==> config.mk <==
export PLATFORM = sky130hd
export DESIGN_NAME = sys_cmd_ctrl
export DESIGN_NICKNAME = d
export VERILOG_FILES = /design/src/rtl/sys_cmd_ctrl_pkg.sv /design/src/rtl/sys_cmd_wait_timer.sv /design/src/rtl/sys_cmd_ctrl.sv
export SDC_FILE = /design/constraint.sdc
export NUM_CORES = 1
export LEC_CHECK = 0
export ABC_AREA = 1
export CORE_UTILIZATION = 50
export DETAILED_ROUTE_END_ITERATION = 10
export PLACE_DENSITY = 0.76
export SLEW_MARGIN = 10
export SYNTH_ARGS = -nofsm -noshare
export SYNTH_HDL_FRONTEND = slang
export SYNTH_HIERARCHICAL = 1
export SYNTH_SLANG_ARGS = --single-unit
==> constraint.sdc <==
create_clock -name CLK -period 2.7 [get_ports CLK]
set_clock_uncertainty 0.15 [all_clocks]
set_input_delay 0.81 -clock CLK [delete_from_list [all_inputs] [get_ports CLK]]
set_output_delay 0.81 -clock CLK [all_outputs]
set_load 0.01 [all_outputs]
==> src/rtl/sys_cmd_ctrl_pkg.sv <==
// rtl/sys_cmd_ctrl_pkg.sv - shared command codes, operand addresses and state encoding
package sys_cmd_ctrl_pkg;

  localparam logic [7:0] CMD_WR      = 8'hAA;
  localparam logic [7:0] CMD_RD      = 8'hBB;
  localparam logic [7:0] CMD_ALU_OP  = 8'hCC;
  localparam logic [7:0] CMD_ALU_NOP = 8'hDD;

  localparam int REG_A = 0;
  localparam int REG_B = 1;

  localparam logic [3:0] ST_IDLE     = 4'd0;
  localparam logic [3:0] ST_WR_ADDR  = 4'd1;
  localparam logic [3:0] ST_WR_DATA  = 4'd2;
  localparam logic [3:0] ST_RD_ADDR  = 4'd3;
  localparam logic [3:0] ST_RD_WAIT  = 4'd4;
  localparam logic [3:0] ST_ALU_A    = 4'd5;
  localparam logic [3:0] ST_ALU_B    = 4'd6;
  localparam logic [3:0] ST_ALU_FN   = 4'd7;
  localparam logic [3:0] ST_ALU_WAIT = 4'd8;
  localparam logic [3:0] ST_TX_PUSH  = 4'd9;

  typedef enum logic [3:0] {
    IDLE     = ST_IDLE,
    WR_ADDR  = ST_WR_ADDR,
    WR_DATA  = ST_WR_DATA,
    RD_ADDR  = ST_RD_ADDR,
    RD_WAIT  = ST_RD_WAIT,
    ALU_A    = ST_ALU_A,
    ALU_B    = ST_ALU_B,
    ALU_FN   = ST_ALU_FN,
    ALU_WAIT = ST_ALU_WAIT,
    TX_PUSH  = ST_TX_PUSH
  } state_t;

endpackage

==> src/rtl/sys_cmd_wait_timer.sv <==
// rtl/sys_cmd_wait_timer.sv - wait-cycle counter with terminal-count flag
module sys_cmd_wait_timer #(
  parameter int MAX = 255
) (
  input  logic clk,
  input  logic rst_n,
  input  logic clr,
  input  logic en,
  output logic tc
);

  localparam int W = $clog2(MAX + 1);

  logic [W-1:0] cnt;

  // tc flags the last waiting cycle, so the wait lasts exactly MAX cycles
  assign tc = en && (cnt == W'(MAX - 1));

  always_ff @(posedge clk or negedge rst_n) begin
    if (!rst_n) begin
      cnt <= '0;
    end else if (clr) begin
      cnt <= '0;
    end else if (en && !tc) begin
      cnt <= cnt + 1'b1;
    end
  end

endmodule

==> src/rtl/sys_cmd_ctrl.sv <==
// rtl/sys_cmd_ctrl.sv - UART frame decoder driving register file, ALU and TX FIFO
module sys_cmd_ctrl
  import sys_cmd_ctrl_pkg::*;
#(
  parameter int Data_width    = 8,
  parameter int Address_width = 4,
  parameter int ALU_FUN_width = 4,
  parameter int TIMEOUT       = 255
) (
  input  logic                     CLK,
  input  logic                     RST,
  input  logic [Data_width-1:0]    RX_P_DATA,
  input  logic                     RX_D_VLD,
  input  logic [Data_width-1:0]    RdData,
  input  logic                     RdData_Valid,
  input  logic [Data_width-1:0]    ALU_OUT,
  input  logic                     OUT_VALID,
  input  logic                     FIFO_FULL,
  output logic [Address_width-1:0] Address,
  output logic                     WrEn,
  output logic                     RdEn,
  output logic [Data_width-1:0]    WrData,
  output logic                     ALU_EN,
  output logic [ALU_FUN_width-1:0] ALU_FUN,
  output logic                     CLK_GATE_EN,
  output logic [Data_width-1:0]    TX_P_DATA,
  output logic                     TX_D_VLD,
  output logic                     timeout_err
);

  state_t                   state;
  logic [Address_width-1:0] addr_q;
  logic [Data_width-1:0]    result_q;
  logic                     in_wait;
  logic                     tmr_clr;
  logic                     tmr_tc;

  assign in_wait = (state == RD_WAIT) || (state == ALU_WAIT);
  assign tmr_clr = !in_wait;

  sys_cmd_wait_timer #(
    .MAX(TIMEOUT)
  ) u_wait_timer (
    .clk  (CLK),
    .rst_n(RST),
    .clr  (tmr_clr),
    .en   (in_wait),
    .tc   (tmr_tc)
  );

  always_ff @(posedge CLK or negedge RST) begin
    if (!RST) begin
      state       <= IDLE;
      addr_q      <= '0;
      result_q    <= '0;
      Address     <= '0;
      WrEn        <= 1'b0;
      RdEn        <= 1'b0;
      WrData      <= '0;
      ALU_EN      <= 1'b0;
      ALU_FUN     <= '0;
      CLK_GATE_EN <= 1'b0;
      TX_P_DATA   <= '0;
      TX_D_VLD    <= 1'b0;
      timeout_err <= 1'b0;
    end else begin
      WrEn        <= 1'b0;
      RdEn        <= 1'b0;
      ALU_EN      <= 1'b0;
      TX_D_VLD    <= 1'b0;
      timeout_err <= 1'b0;

      case (state)
        IDLE: begin
          if (RX_D_VLD) begin
            case (RX_P_DATA)
              Data_width'(CMD_WR):     state <= WR_ADDR;
              Data_width'(CMD_RD):     state <= RD_ADDR;
              Data_width'(CMD_ALU_OP): state <= ALU_A;
              Data_width'(CMD_ALU_NOP): begin
                state       <= ALU_FN;
                CLK_GATE_EN <= 1'b1;
              end
              default: state <= IDLE;
            endcase
          end
        end

        WR_ADDR: begin
          if (RX_D_VLD) begin
            addr_q <= RX_P_DATA[Address_width-1:0];
            state  <= WR_DATA;
          end
        end

        WR_DATA: begin
          if (RX_D_VLD) begin
            WrEn    <= 1'b1;
            Address <= addr_q;
            WrData  <= RX_P_DATA;
            state   <= IDLE;
          end
        end

        RD_ADDR: begin
          if (RX_D_VLD) begin
            RdEn    <= 1'b1;
            Address <= RX_P_DATA[Address_width-1:0];
            state   <= RD_WAIT;
          end
        end

        RD_WAIT: begin
          if (RdData_Valid) begin
            result_q <= RdData;
            state    <= TX_PUSH;
          end else if (tmr_tc) begin
            timeout_err <= 1'b1;
            state       <= IDLE;
          end
        end

        ALU_A: begin
          if (RX_D_VLD) begin
            WrEn    <= 1'b1;
            Address <= Address_width'(REG_A);
            WrData  <= RX_P_DATA;
            state   <= ALU_B;
          end
        end

        ALU_B: begin
          if (RX_D_VLD) begin
            WrEn        <= 1'b1;
            Address     <= Address_width'(REG_B);
            WrData      <= RX_P_DATA;
            CLK_GATE_EN <= 1'b1;
            state       <= ALU_FN;
          end
        end

        ALU_FN: begin
          if (RX_D_VLD) begin
            ALU_EN  <= 1'b1;
            ALU_FUN <= RX_P_DATA[ALU_FUN_width-1:0];
            state   <= ALU_WAIT;
          end
        end

        ALU_WAIT: begin
          // a valid arriving on the terminal-count cycle still completes the command
          if (OUT_VALID) begin
            result_q    <= ALU_OUT;
            CLK_GATE_EN <= 1'b0;
            state       <= TX_PUSH;
          end else if (tmr_tc) begin
            timeout_err <= 1'b1;
            CLK_GATE_EN <= 1'b0;
            state       <= IDLE;
          end
        end

        TX_PUSH: begin
          if (!FIFO_FULL) begin
            TX_D_VLD  <= 1'b1;
            TX_P_DATA <= result_q;
            state     <= IDLE;
          end
        end

        default: state <= IDLE;
      endcase
    end
  end

endmodule

==> reports/summary.txt, run 1 <==
Status: finished clean
Seq pwr share: 0.506
Synth Cell Area: 2800 um2
Hold slack final: 0.330 ns
Maxcap violations: 0
Remaining antenna violation count: 0
Syn Nets: 378
Sequential element share of the synthesized area: 0.482
Number of global-route vias before repair: 2,150
Syn-to-layout area delta: 27.8%
Slowest cell on the critical path: dfrtp_1
Gp weighted congestion: 0.812
Net Sw Power: 507 uW
Clock power share: 0.270
Leak pwr: 1.71 nW
DR iter-0 viols: 132
Crit path DAT: 2.40 ns
Post-CTS setup buffer count: 0
WL final: 5.84 mm
Core area: 5240 um2
Area of the multi-input gates: 1250 um2
CTS Hold Bufs: 0
Setup TNS Final: 0 ns
Synth Instances: 346
CTS tree: built
Maximum buffer depth of the clock tree: 2
RSZ-0062 raised after global routing: no
Cts bufs inserted: 5
Die H: 76.9 um
CP peak stage delay: 0.46 ns
I/O Pins: 60
Sw Share: 0.261
P_int: 1.43 mW
Post-route minimum period: 2.36 ns
Layout cells sized above 1: 0.131
Initial antenna violation count: 0
Port bufs: 59
Crit share post-route: 0.875
Clk_lat worst skew: 0.31 ns
Final Setup Violations: 0
DRT Pass-1 Iters: 4
Worst Path Class, Setup: flop to flop
Vias: 2,425
GRT overflow: 0
Pin count of the biggest net entering global routing: 32
Endpoints failing hold: 0
Syn Area/Cell: 8.10 um2
Starting Density: 0.535
Slew margin rel.: 0.629
CTS Sinks: 54
Antenna diodes: 0
First-pass GRT wire length: 9.82 mm
Most used cell, CP: nor2_1
Num rows: 26
DR WL/cell: 12.1 um
Worst Hold Class: input pin to async pin
Synth cell types: 27
Register area: 1350 um2
Setup crit end kind: flop
Die area: 5910 um2
Measured slew at the worst slew-check pin: 0.557 ns
Data required time at the worst endpoint: 2.74 ns
CP max FO: 16
Pre-CTS WS: 0.357 ns
Root Driver: clkbuf_8
Die W: 76.9 um
Critical path cell sequence: inv_2, nand2_1, nor2_4, nor2_1, inv_1, inv_1, nor2_1, nor2_1, o21ai_2, nand2_4, o211ai_1, o21ai_1
Final HPWL DP: 4.48 mm
Detailed-route DRC error count: 0
Vias per inst: 5.03
FF+latch count, synth: 54
GRT Overall Usage: 0.208
Slew Limit Fails: 0
H-tree depth: 2
Fill cells: 436
# nets final: 443
VDD IR-drop max: 0.000372 V
Clock slew at reported path FFs: 0.10 ns
Comb power frac: 0.224
Post-CTS sizing: 0
Pwr dens: 542 nW/um2
Final setup margin: 0.337 ns
Yosys Warn Count: 6
Startpoint type of the worst setup path: flop
FMAX: 423 MHz
Pwr Total: 1.94 mW
## registers in the layout, summed over array words and instances (netlist names), 4 cells and up
register / flops
ALU_FUN: 4
addr_q: 4
u_wait_timer/cnt: 8
WrData: 8
result_q: 8
Address: 4
state: 4
TX_P_DATA: 8
## cell families after synthesis
family | Yosys count | synth area share
DFF | 54 | 0.482
adders and majority gates | 2 | 0.00893
and+or+nand+nor | 190 | 0.310
buffers and inverters | 45 | 0.0706
xor gates and xnor gates | 3 | 0.00938
AOI/OAI and AO/OA | 52 | 0.119
## cell usage after synthesis (all sizes together)
cell type    n  area share
nand2      118        0.17
dfrtp       54        0.48
inv         40       0.054
o21ai       40       0.085
nor2        34       0.060
nand3       21       0.041
o211ai       9       0.028
or2          8       0.018
nand4        7       0.016
buf          4       0.014
xor2         3      0.0094
a21oi        2      0.0036
ha           2      0.0089
clkinv       1      0.0031
nor2b        1      0.0022
nor3         1      0.0018
o31ai        1      0.0027
## layout make-up
class / count / share of cell area
flip-flops and latches: 54 / 0.377
inverters: 41 / 0.0444
multi-input cells: 247 / 0.350
clock buffers: 5 / 0.0192
clock inverters: 3 / 0.0112
repair buffers: 62 / 0.173
well taps: 70 / 0.0245
## metal layers
metal | track usage | up-vias | share of wire
met5 | 0 | - | 0
met4 | 0.0635 | 0 | 0.012
met3 | 0.0381 | 9 | 0.059
met2 | 0.330 | 68 | 0.46
met1 | 0.290 | 1115 | 0.47
li1 | - | 1233 | -
## worst paths after layout
path / start / end / slack, ns / depth (start not counted)
setup / recovery: state[0] / result_q[0] / 0.34 / 12
hold / removal: RST / ALU_FUN[1] / 0.33 / 1
setup reg to reg: state[0] / result_q[0] / 0.34 / 12
hold reg to reg: Address[2] / Address[2] / 0.33 / 2
max in group asynchronous: RST / Address[2] / 1.51 / 2
min in group CLK: Address[2] / Address[2] / 0.33 / 2
## layout by cell type (no fill, tap or decap), drive strengths merged, types with 3 or more instances in the layout
cell type / n
nand3: 21
o211ai: 9
clkbuf: 5
or2: 8
buf: 4
dfrtp: 54
nand2: 118
clkdlybuf4s50: 58
xor2: 3
clkinv: 3
inv: 40
o21ai: 40
nor2: 34
nand4: 7
## metrics by stage
step	utilization	instance area (um2)	std cells
after floorplan	-	2800	346
after global placement	0.663	3470	474
after detailed placement	0.663	3470	474
after CTS	0.683	3580	482
after global routing	0.683	3580	482
final	0.683	3580	482
## power by group through the flow
stage	sequential [mW]	combinational, mW	clock (mW)
after floorplan	1.02	0.156	0
after global placement	0.996	0.432	0
after detailed placement	0.995	0.440	0
after CTS	0.982	0.442	0.536
after global routing	0.997	0.480	0.565
final	0.981	0.434	0.525
## worst max-delay path: cells and delay by family (launching register included)
family	cells	cell delay, ns
flip-flops	1	0.46
AND/OR/NAND/NOR	6	0.90
AO/OA/AOI/OAI	3	0.43
buffers and inverters	3	0.30
Note: power is estimated with default switching activity, not from simulation.
==> inputs of run 2 (changes only) <==
--- a/config.mk
+++ b/config.mk
@@ -9,6 +9,7 @@
 export CORE_UTILIZATION = 50
 export DETAILED_ROUTE_END_ITERATION = 10
 export PLACE_DENSITY = 0.76
+export SETUP_SLACK_MARGIN = 0.2
 export SLEW_MARGIN = 10
 export SYNTH_ARGS = -nofsm -noshare
 export SYNTH_HDL_FRONTEND = slang
==> run 2 against run 1 <==
  * Count of clock-buffer cells in the layout unchanged
  * Maximum frequency increased by 2.4%
  * Critical path depth unchanged
  * Critical endpoint is now result_q[2]
  * Global-route usage unchanged
  * Clock power about the same
  * Total power about the same
  * Register-to-register slack improved by 0.05 ns
  * Sequential share of layout area decreased by 0.16 points
  * Setup slack improved by 0.054 ns
  * Non-clock buffer count increased by 1
  * Utilization increased by 0.36 points
  * Sequential cell count unchanged
==> reports/summary.txt, run 2 (synthesis results as in run 1) <==
Status: finished clean
R2R Path End: result_q[2]
Post-route minimum period: 2.31 ns (-0.0545 ns)
CP startpoint: state[1]
H-tree depth: 2 (unchanged)
GRT overflow: 0 (unchanged)
CP max FO: 16 (unchanged)
Maxcap violations: 0 (unchanged)
Endpoints failing hold: 0 (unchanged)
Gp weighted congestion: 0.812 (unchanged)
Capture point of the critical path: result_q[2]
FMAX: 433 MHz (+2.4%)
Detailed-route DRC error count: 0 (unchanged)
Worst Path Class, Setup: flop to flop
Slew Limit Fails: 0 (unchanged)
GRT Overall Usage: 0.208 (unchanged)
# nets final: 444 (+0.23%)
Pwr Total: 1.94 mW (about the same)
I/O Pins: 60 (unchanged)
Measured slew at the worst slew-check pin: 0.558 ns (+0.000617 ns)
First-pass GRT wire length: 9.82 mm (unchanged)
Starting Density: 0.535 (unchanged)
Remaining antenna violation count: 0 (unchanged)
Core area: 5240 um2 (unchanged)
Worst R2R Setup Slack: 0.39 ns (+0.05 ns)
Commonest non-fill, non-tap cell in the layout: nand2_1
Die H: 76.9 um (unchanged)
Number of global-route vias before repair: 2,150 (unchanged)
RSZ-0062 raised after global routing: no
Slew margin rel.: 0.628 (about the same)
DRT Pass-1 Iters: 4 (unchanged)
Setup crit end kind: flop
Crit share post-route: 0.855 (-0.0202)
Die area: 5910 um2 (unchanged)
Syn-to-layout area delta: 28.5%
Clk_lat worst skew: 0.31 ns (about the same)
Pre-CTS WS: 0.357 ns (unchanged)
Startpoint type of the worst setup path: flop
Crit path DAT: 2.35 ns (-0.05 ns)
Fill cells: 432 (-0.92%)
Leak pwr: 1.71 nW (+0.33%)
Maximum buffer depth of the clock tree: 2 (unchanged)
Data required time at the worst endpoint: 2.74 ns (about the same)
Worst Hold Class: input pin to async pin
Vias: 2,409 (-0.66%)
Pin count of the biggest net entering global routing: 32 (unchanged)
Layout cells sized above 1: 0.140 (+0.00937)
Setup TNS Final: 0 ns (unchanged)
Antenna diodes: 0 (unchanged)
WL final: 5.88 mm (+0.74%)
Initial antenna violation count: 0 (unchanged)
Clock slew at reported path FFs: 0.09 ns (about the same)
Final HPWL DP: 4.48 mm (unchanged)
Final Core Density: 0.687 (+0.00358)
Root Driver: clkbuf_8
VDD IR-drop max: 0.000369 V (-0.72%)
Reg-to-Reg Start: state[1]
Num rows: 26 (unchanged)
DR iter-0 viols: 151 (+14%)
CTS tree: built
Most frequent cells in the layout: nand2_1, clkdlybuf4s50_1, dfrtp_1
Final Setup Violations: 0 (unchanged)
DR WL/cell: 12.2 um (+0.53%)
Final setup margin: 0.391 ns (+0.0545 ns)
Vias per inst: 4.99 (-0.87%)
Die W: 76.9 um (unchanged)
Area of the multi-input gates: 1260 um2 (+0.80%)
CTS Sinks: 54 (unchanged)
Port bufs: 59 (unchanged)
Register area: 1350 um2 (about the same)
Pwr dens: 539 nW/um2 (-0.52%)
Cts bufs inserted: 5 (unchanged)
Reg2Reg Depth: 12 (unchanged)
## run 2: cell count changes in the layout (fill, tap and decap cells not counted), sizes merged
cell | previous run | this run
buf | 4 | 5
## run 2: cell type report
type	count	area share
Timing Repair Buffer	63	0.175
Inverter	41	0.0442
Clock inverter	3	0.0111
Multi-Input combinational cell	247	0.351
Clock buffer	5	0.0191
Sequential cell	54	0.376
Tap cell	70	0.0243
## run 2: stage by stage
stage               instances  hold WS (ns)  cell area [um2]
finish                    483         0.331             3600
global route              483         0.364             3600
CTS                       482         0.338             3580
detailed placement        474         0.315             3470
global placement          474         0.317             3470
floorplan                 346         0.303             2800
## run 2: critical path, stage by stage, from the launching register on
cell	delay, ns
dfrtp_1	0.49
inv_2	0.09
nand2_1	0.13
nor2_4	0.17
nor2_2	0.09
inv_1	0.13
inv_1	0.08
nor2_2	0.17
nor2_1	0.09
o21ai_2	0.22
nand2_4	0.17
o211ai_1	0.12
o21ai_1	0.08
## run 2: worst min path at each step
stage                           to  cells past startpoint
2_1_floorplan            addr_q[0]                      2
3_3_place_gp            Address[3]                      2
3_5_place_dp            Address[2]                      2
4_1_cts        u_wait_timer/cnt[7]                      1
5_1_grt                CLK_GATE_EN                      2
6_report       u_wait_timer/cnt[7]                      1
## run 2: power breakdown
| part | switching, mW | leakage [nW] | internal (mW) | total [mW] |
|---|---|---|---|---|
| sequential | 0.0575 | 0.680 | 0.924 | 0.981 |
| combinational | 0.198 | 0.977 | 0.237 | 0.435 |
| clock | 0.251 | 0.0579 | 0.273 | 0.524 |
| total | 0.507 | 1.71 | 1.43 | 1.94 |
## run 2: layer usage
| layer | global-route usage | vias to the layer above | wire [um] |
|---|---|---|---|
| met5 | 0 | - | 0 |
| met4 | 0.0635 | 0 | 60 |
| met3 | 0.0381 | 7 | 328 |
| met2 | 0.330 | 61 | 2730 |
| met1 | 0.290 | 1103 | 2760 |
| li1 | - | 1238 | - |
## run 2: repair_timing
| action | CTS | global route |
|---|---|---|
| resized for setup | 0 | 4 |
| setup buffers | 0 | 1 |
| hold buffers | 0 | 0 |
| endpoints found under the hold margin | 0 | 0 |
| setup endpoints to repair | 0 | 9 |
==> inputs of run 3 (changes only) <==
--- a/config.mk
+++ b/config.mk
@@ -6,9 +6,9 @@
 export NUM_CORES = 1
 export LEC_CHECK = 0
 export ABC_AREA = 1
-export CORE_UTILIZATION = 50
+export CORE_UTILIZATION = 51
 export DETAILED_ROUTE_END_ITERATION = 10
-export PLACE_DENSITY = 0.76
+export PLACE_DENSITY = 0.77
 export SETUP_SLACK_MARGIN = 0.2
 export SLEW_MARGIN = 10
 export SYNTH_ARGS = -nofsm -noshare
==> run 3 against run 2 <==
  * Final cell count up 0.21%
  * Largest power group unchanged
  * First-iteration DRC count down 25%
  * Clock power up 0.8%
  * Maximum frequency down 0.17%
  * Setup slack worse by 0.0039 ns
  * Die area down 1.9%
  * Hold slack better by 0.0039 ns
  * Count of clock-buffer cells in the layout unchanged
  * Routed wire length up 4.7%
  * Register-to-register slack about the same
  * Sequential power about the same
  * Sequential share of layout area down 0.087 points
==> reports/summary.txt, run 3 (synthesis results as in run 1) <==
Min-delay src: CLK_GATE_EN
RSZ-0062 raised after global routing: no
Die H: 76.1 um (-0.96%)
Slowest cell on the critical path: dfrtp_2
Commonest non-fill, non-tap cell in the layout: nand2_1
Initial antenna violation count: 0 (unchanged)
GRT Overall Usage: 0.226 (+0.0178)
CP max FO: 16 (unchanged)
Die W: 76.1 um (-0.96%)
Critical path cell sequence: inv_2, nand2_1, nor2_4, nor2_2, inv_1, inv_1, nor2_4, nor2_1, o21ai_2, nand2_4, o211ai_1, o21ai_1
Syn-to-layout area delta: 29.0%
Clock slew at reported path FFs: 0.10 ns (about the same)
WL final: 6.16 mm (+4.7%)
First-pass GRT wire length: 10.6 mm (+7.7%)
Data required time at the worst endpoint: 2.73 ns (about the same)
GRT Max-Usage Layer: met2
Leak pwr: 1.72 nW (+0.14%)
Status: finished clean
Maximum buffer depth of the clock tree: 2 (unchanged)
Detailed-route DRC error count: 0 (unchanged)
H-tree depth: 2 (unchanged)
Reg-to-Reg Start: state[1]
I/O Pins: 60 (unchanged)
Pwr dens: 539 nW/um2 (about the same)
Setup crit end kind: flop
Non-Filler Instances: 484 (+0.21%)
Crit path DAT: 2.35 ns (about the same)
Maxcap violations: 0 (unchanged)
Final Setup Violations: 0 (unchanged)
CTS Sinks: 54 (unchanged)
Startpoint type of the worst setup path: flop
GRT overflow: 0 (unchanged)
Number of global-route vias before repair: 2,314 (+7.6%)
DRT Pass-1 Iters: 4 (unchanged)
Remaining antenna violation count: 0 (unchanged)
Root Driver: clkbuf_8
Pre-CTS WS: 0.327 ns (-0.0297 ns)
Met2 Usage GRT: 0.374 (+0.0433)
Pin count of the biggest net entering global routing: 32 (unchanged)
Dpl cells: 474 (unchanged)
DR WL/cell: 12.7 um (+4.5%)
Starting Density: 0.538 (+0.00334)
CTS Hold Bufs: 0 (unchanged)
Antenna diodes: 0 (unchanged)
Measured slew at the worst slew-check pin: 0.564 ns (+0.00638 ns)
Met3 Usage GRT: 0.0383 (+0.000228)
Design area: 3610 um2 (+0.42%)
CP peak stage delay: 0.48 ns (about the same)
Crit share post-route: 0.857 (+0.00144)
VDD IR-drop max: 0.000351 V (-4.8%)
DR iter-0 viols: 114 (-25%)
Vias per inst: 4.98 (-0.12%)
Layout cells sized above 1: 0.147 (+0.00691)
Cell area after placement: 3470 um2 (unchanged)
Worst Path Class, Setup: flop to flop
Clk_lat worst skew: 0.31 ns (about the same)
Final setup margin: 0.387 ns (-0.00389 ns)
Slew Limit Fails: 0 (unchanged)
Core area: 5200 um2 (-0.62%)
Setup TNS Final: 0 ns (unchanged)
Final HPWL DP: 4.61 mm (+2.9%)
Worst Hold Class: flop to flop
Cts bufs inserted: 5 (unchanged)
Num rows: 26 (unchanged)
FMAX: 432 MHz (-0.17%)
Die area: 5790 um2 (-1.9%)
CTS tree: built
Global Route met1 Usage: 0.313 (+0.0232)
CP startpoint: state[1]
Most frequent cells in the layout: nand2_1, clkdlybuf4s50_1, dfrtp_1
Vias: 2,411 (+0.083%)
Gp weighted congestion: 0.830 (+2.2%)
Slew margin rel.: 0.624 (-0.00425)
Endpoints failing hold: 0 (unchanged)
Post-route minimum period: 2.31 ns (+0.00389 ns)
# nets final: 445 (+0.23%)
Port bufs: 59 (unchanged)
Worst R2R Setup Slack: 0.39 ns (about the same)
run 3: cell count changes in the layout (fill, tap and decap cells not counted), sizes merged:
cell / delta
buf: +1
run 3: worst paths after layout:
path                                            end  cells past startpoint
worst max-delay path                    result_q[3]                     12
worst min-delay path                    CLK_GATE_EN                      2
worst max register to register          result_q[3]                     12
worst min register to register          CLK_GATE_EN                      2
max in group asynchronous                      RdEn                      2
min in group asynchronous       u_wait_timer/cnt[2]                      1
run 3: per-layer routing:
| metal | vias up | wire length [um] |
|---|---|---|
| met5 | - | 0 |
| met4 | 0 | 52 |
| met3 | 7 | 278 |
| met2 | 70 | 2870 |
| met1 | 1097 | 2950 |
| li1 | 1237 | - |
run 3: layout make-up:
cell class / instances / area (um2)
clock inverter: 3 / 40.0
inverter: 41 / 159
tap: 70 / 87.6
fill: 420 / 1590
multi-input combinational: 247 / 1270
timing repair buffer: 64 / 636
sequential: 54 / 1360
clock buffer: 5 / 68.8
run 3: report_power, final:
group / internal [mW] / switching, mW / total, mW
Clock: 0.273 / 0.255 / 0.528
Combinational: 0.237 / 0.200 / 0.437
Sequential: 0.924 / 0.0598 / 0.984
Total: 1.43 / 0.515 / 1.95
run 3: timing repair:
action | in CTS | in global routing
gates resized for setup | 0 | 7
setup endpoints to repair | 0 | 10
setup buffers | 0 | 2
run 3: metrics by stage:
step / total power, mW / hold slack [ns] / utilization
after global routing: 2.04 / 0.352 / 0.694
after global placement: 1.43 / 0.313 / 0.667
after detailed placement: 1.44 / 0.316 / 0.667
final: 1.95 / 0.335 / 0.694
after floorplan: 1.18 / 0.303 / -
after CTS: 1.97 / 0.336 / 0.688
run 3: critical path, delay by kind of cell (launching register included):
| family | cells | cell delay [ns] |
|---|---|---|
| buf+inv | 3 | 0.33 |
| compound gates | 3 | 0.45 |
| flops | 1 | 0.48 |
| simple gates | 6 | 0.78 |
